## config.mk

```make
export PLATFORM = sky130hd
export DESIGN_NAME = aer_event_fifo
export DESIGN_NICKNAME = d
export VERILOG_FILES = /design/src/rtl/aer_event_fifo.sv
export SDC_FILE = /design/constraint.sdc
export NUM_CORES = 1
export LEC_CHECK = 0
export BUFFER_PORTS_ARGS = -buffer_cell sky130_fd_sc_hd__buf_2
export CELL_PAD_IN_SITES_DETAIL_PLACEMENT = 1
export CELL_PAD_IN_SITES_GLOBAL_PLACEMENT = 2
export CORE_UTILIZATION = 35
export CTS_CLUSTER_DIAMETER = 120
export DETAILED_ROUTE_END_ITERATION = 8
export PLACE_DENSITY = 0.56
export SLEW_MARGIN = 10
export SYNTH_ARGS = -nofsm -noshare
export SYNTH_HDL_FRONTEND = slang
export SYNTH_SLANG_ARGS = --single-unit
```

## constraint.sdc

```tcl
create_clock -name clk_i -period 4.8 [get_ports clk_i]
set_clock_uncertainty 0.2 [all_clocks]
set_input_delay 0.24 -clock clk_i [delete_from_list [all_inputs] [get_ports clk_i]]
set_output_delay 0.24 -clock clk_i [all_outputs]
set_load 0.005 [all_outputs]
```

## src/rtl/aer_event_fifo.sv

```systemverilog
// AER event FIFO: buffers event words from the pixel-array AER stage and hands them to the
// readout with a first-word-fall-through valid/ready interface. Events arriving while the
// buffer is full are dropped and flagged via a sticky overflow bit.
// Optional build macro AER_FIFO_DROP_CNT_EN adds a saturating 16-bit drop counter (drop_cnt_o).
module aer_event_fifo #(
    parameter int unsigned DATA_W   = 32,
    parameter int unsigned DEPTH    = 16,
    parameter int unsigned AFULL_TH = 12
) (
    input  logic                       clk_i,
    input  logic                       reset_i,
    input  logic                       evt_valid_i,
    input  logic [DATA_W-1:0]          evt_data_i,
    output logic                       out_valid_o,
    input  logic                       out_ready_i,
    output logic [DATA_W-1:0]          out_data_o,
    output logic [$clog2(DEPTH):0]     level_o,
    output logic                       full_o,
    output logic                       almost_full_o,
    output logic                       overflow_o,
    input  logic                       clear_ovf_i
`ifdef AER_FIFO_DROP_CNT_EN
    ,
    output logic [15:0]                drop_cnt_o
`endif
);

    localparam int unsigned AW = $clog2(DEPTH);
    localparam int unsigned PW = AW + 1;

    // Storage is intentionally not reset; out_data_o is only meaningful when out_valid_o=1.
    logic [DATA_W-1:0] mem_q [DEPTH];

    // Pointers carry an extra MSB wrap bit to tell full from empty.
    logic [PW-1:0] wr_ptr_q, wr_ptr_d;
    logic [PW-1:0] rd_ptr_q, rd_ptr_d;
    logic [PW-1:0] level_q, level_d;
    logic          full_q, full_d;
    logic          afull_q, afull_d;
    logic          ovf_q, ovf_d;

    logic empty;
    logic full_now;
    logic push;
    logic pop;
    logic drop;

    // Handshake decode from current pointers; a pop frees a slot for a same-cycle push.
    always_comb begin
        empty    = (wr_ptr_q == rd_ptr_q);
        full_now = (wr_ptr_q[AW-1:0] == rd_ptr_q[AW-1:0]) && (wr_ptr_q[AW] != rd_ptr_q[AW]);
        pop      = !empty && out_ready_i;
        push     = evt_valid_i && (!full_now || pop);
        drop     = evt_valid_i && full_now && !pop;
    end

    // Next-state pointers, occupancy flags and sticky overflow (drop beats clear).
    always_comb begin
        wr_ptr_d = wr_ptr_q;
        rd_ptr_d = rd_ptr_q;
        if (push) begin
            wr_ptr_d = wr_ptr_q + PW'(1);
        end
        if (pop) begin
            rd_ptr_d = rd_ptr_q + PW'(1);
        end
        level_d = wr_ptr_d - rd_ptr_d;
        full_d  = (level_d == PW'(DEPTH));
        afull_d = (level_d >= PW'(AFULL_TH));
        ovf_d   = ovf_q;
        if (drop) begin
            ovf_d = 1'b1;
        end else if (clear_ovf_i) begin
            ovf_d = 1'b0;
        end
    end

    // State registers with asynchronous active-high reset.
    always_ff @(posedge clk_i or posedge reset_i) begin
        if (reset_i) begin
            wr_ptr_q <= '0;
            rd_ptr_q <= '0;
            level_q  <= '0;
            full_q   <= 1'b0;
            afull_q  <= 1'b0;
            ovf_q    <= 1'b0;
        end else begin
            wr_ptr_q <= wr_ptr_d;
            rd_ptr_q <= rd_ptr_d;
            level_q  <= level_d;
            full_q   <= full_d;
            afull_q  <= afull_d;
            ovf_q    <= ovf_d;
        end
    end

    // Event storage write on accepted push.
    always_ff @(posedge clk_i) begin
        if (push) begin
            mem_q[wr_ptr_q[AW-1:0]] <= evt_data_i;
        end
    end

    // Output drive: head entry read combinationally (no bypass when empty).
    always_comb begin
        out_valid_o   = !empty;
        out_data_o    = mem_q[rd_ptr_q[AW-1:0]];
        level_o       = level_q;
        full_o        = full_q;
        almost_full_o = afull_q;
        overflow_o    = ovf_q;
    end

`ifdef AER_FIFO_DROP_CNT_EN
    logic [15:0] drop_cnt_q, drop_cnt_d;

    // Saturating drop count; a drop coinciding with a clear leaves a count of one.
    always_comb begin
        drop_cnt_d = drop_cnt_q;
        if (clear_ovf_i) begin
            drop_cnt_d = drop ? 16'd1 : 16'd0;
        end else if (drop && (drop_cnt_q != 16'hFFFF)) begin
            drop_cnt_d = drop_cnt_q + 16'd1;
        end
    end

    // Drop counter register.
    always_ff @(posedge clk_i or posedge reset_i) begin
        if (reset_i) begin
            drop_cnt_q <= '0;
        end else begin
            drop_cnt_q <= drop_cnt_d;
        end
    end

    assign drop_cnt_o = drop_cnt_q;
`endif

endmodule

```

==> metrics.cfg <==
[outcome]
run_status=completed

[worst_setup_path]
cp.depth=5
crit_arrival_ns=3.83
cp-start-kind=flop
r2r_slack_ns=1.02
cpPeakStageDelay_ns=0.68
startpoint=rd_ptr_q[0]
critPathSlowestCell=buf_4
r2r_cells=12
worstSetupEndpoint=out_data_o[29]
cp_max_fo=102
timing.rr.end=full_o
critPathKind=reg -> out
cp_cell_sequence=buf_12, buf_4, mux4_2, mux4_2, buf_2
required_ns=4.36
cp_common_cell=mux4_2
cp_top_family=buffers and inverters
crit_buf_inv=3
cp-end-kind=output port

[drt]
wl_per_cell_um=26.4
remaining_drc_errors=0
wl_um=47000
drt_first_pass_iters=4
ant_nets=0
routed_via_density=5.08
vias=9044
dr.first_iter.drc_count=722

[synth]
seq_area_frac_synth_pct=77.8
synth_common_cells=512 x edfxtp_1, 160 x mux4_2, 18 x clkbuf_1, 18 x dfrtp_1, 13 x nor2_1
synth-edff-count=512
syn_nets=870
synth_ff_type=edfxtp_1
synth_top_area_share_pct=75.6
netlist_area_sq_mm=0.0203
yosysWarningCount=0
synth_cell_types=33
syn_inst=823
async_flop_share_pct=3.40
synthTopCellsByArea=edfxtp_1 76%, mux4_2 18%, dfrtp_1 2.2%
ys_ff_latch=530
yosysMostFrequentCell=edfxtp_1
synth.avg_cell_area_sq_um=24.7
synth_area_leader_cell=edfxtp_1

[clock_network]
clockRootBuffer=clkbuf_16
postCtsSetupBuffers=0
cts_tree=yes
htree_levels=2
clk_path_buf_depth=3
path_clk_slew_ns=0.06
ctsHoldBuffers=37
cts_sinks=530
clk_latency_ns=0.61
cts_resized=0
numCtsBuffers=56

[global_route]
antenna_found_initial=2
grt_usage_pct=16.3
gr-total-overflow=0
grt_max_degree=133
grt_pass1_vias=9918
grt_pass1_wl_um=69600

[timing]
fin_crit_ns=4.27
finalMaxSlewViolations=0
fmax_ghz=0.234
rsz0062_at_grt=no
slew_headroom_pct=28.7
setup_viol=0
fin_setup_tns_ns=0
worstMarginPinSlew_ns=1.07
period_share_pct=88.9
final_hold_viol_count=0

[floorplan]
design.die.area_sq_mm=0.0591
die_w_um=243
core.rowCount=87
die_h_um=243
start_util_pct=35.7
io_pins=78
coreArea_sq_mm=0.0569

[power]
peakVddDrop_mv=0.587
p_leak_uw=0.00763
power.density_mw_per_mm2=596

[finish]
final_core_utilization_pct=42.1
syn_to_final_growth_pct=17.8
fin_nets=1029
drive_above_1_share_pct=35.2

[placement]
dp_hpwl_um=23700
place_congestion=0.701
port_buffers=77

[run]
maxCapViolCount=0

[hold_path]
hold_class=in -> async

-- where the power goes --
| part | switching, uW | internal (uW) | leakage [uW] |
|---|---|---|---|
| sequential | 160 | 5610 | 0.00484 |
| clock | 1750 | 2420 | 0.000852 |
| combinational | 2260 | 2080 | 0.00194 |
| total | 4180 | 10100 | 0.00763 |
-- tightest hold or removal path, cell delays in order --
cell and delay (ns):
dlygate4sd3_1 0.53, buf_2 0.12, inv_1 0.53
-- routing by layer --
| metal | vias to the layer above | track usage, % | wire (um) |
|---|---|---|---|
| li1 | 3847 | - | - |
| met1 | 4966 | 22.6 | 21000 |
| met2 | 163 | 26.6 | 23200 |
| met3 | 66 | 2.72 | 1900 |
| met4 | 2 | 4.53 | 848 |
| met5 | - | 0 | 8 |
-- area by class of cell --
cell class,instances,area (sq um)
diodes,1,2.50
inverters,7,26.3
flip-flops and latches,530,15800
clock inverters,28,293
clock buffers,73,1470
well taps,756,946
repair buffers,141,1030
fillers,5235,33000
multi-input cells,246,4350
-- stage by stage --
step | setup WS (ns) | cell area (sq um) | total power, uW | hold slack, ns | cells
after floorplan | 0.596 | 20300 | 8830 | -0.0214 | 823
after global placement | 1.12 | 21800 | 10300 | 0.209 | 1643
after detailed placement | 1.04 | 21800 | 10300 | 0.220 | 1643
after CTS | 0.468 | 24000 | 14500 | 0.0999 | 1781
after global routing | 0.345 | 24000 | 15000 | 0.186 | 1782
final | 0.533 | 24000 | 14300 | 0.0972 | 1782
-- worst min-delay path by stage --
stage	to	slack, ns
CTS	overflow_o	0.1
finish	rd_ptr_q[4]	0.1
floorplan	asynchronous set/reset pin	-0.02
detailed placement	rd_ptr_q[4]	0.22
global placement	rd_ptr_q[4]	0.21
global route	overflow_o	0.19
-- placed cells by master, fill, tap and decap left out, types with 3 or more instances in the layout --
| cell type | synthesis | layout |
|---|---|---|
| mux2i_1 | 3 | 3 |
| nand3_1 | 3 | 3 |
| clkinv_2 | 0 | 8 |
| edfxtp_1 | 512 | 512 |
| dfrtp_1 | 18 | 14 |
| ha_1 | 9 | 9 |
| bufinv_16 | 0 | 5 |
| mux4_2 | 160 | 160 |
| clkbuf_1 | 18 | 17 |
| nor3_2 | 0 | 4 |
| nor2_4 | 0 | 11 |
| xnor2_1 | 11 | 11 |
| clkinv_1 | 0 | 9 |
| nand2_1 | 10 | 10 |
| buf_4 | 0 | 21 |
| dlygate4sd3_1 | 0 | 37 |
| clkbuf_16 | 0 | 56 |
| buf_12 | 0 | 6 |
| dfrtp_4 | 0 | 3 |
| inv_1 | 7 | 7 |
| buf_2 | 7 | 77 |
| xor2_1 | 10 | 10 |
-- logic make-up (layout without fill, tap and decap cells) --
logic type      count (synthesis)  in the layout  synth area share [%]
compound gates                 11             11                 0.375
simple gates                   40             40                  1.00
xor+xnor                       21             21                 0.904
flops                         530            530                  77.8
other cells                     0              1                     0
mux                           164            164                  17.9
fa+ha+maj                      10             10                 0.652
buf+inv                        47            249                  1.32
-- state kept, by name, indices dropped and copies added (netlist names), named ones only --
signal,flops
wr_ptr_q,3
rd_ptr_q,5
full_o,1
overflow_o,1
almost_full_o,1
mem_q,512
level_o,5
No activity file was read; power rests on OpenSTA's default activity.
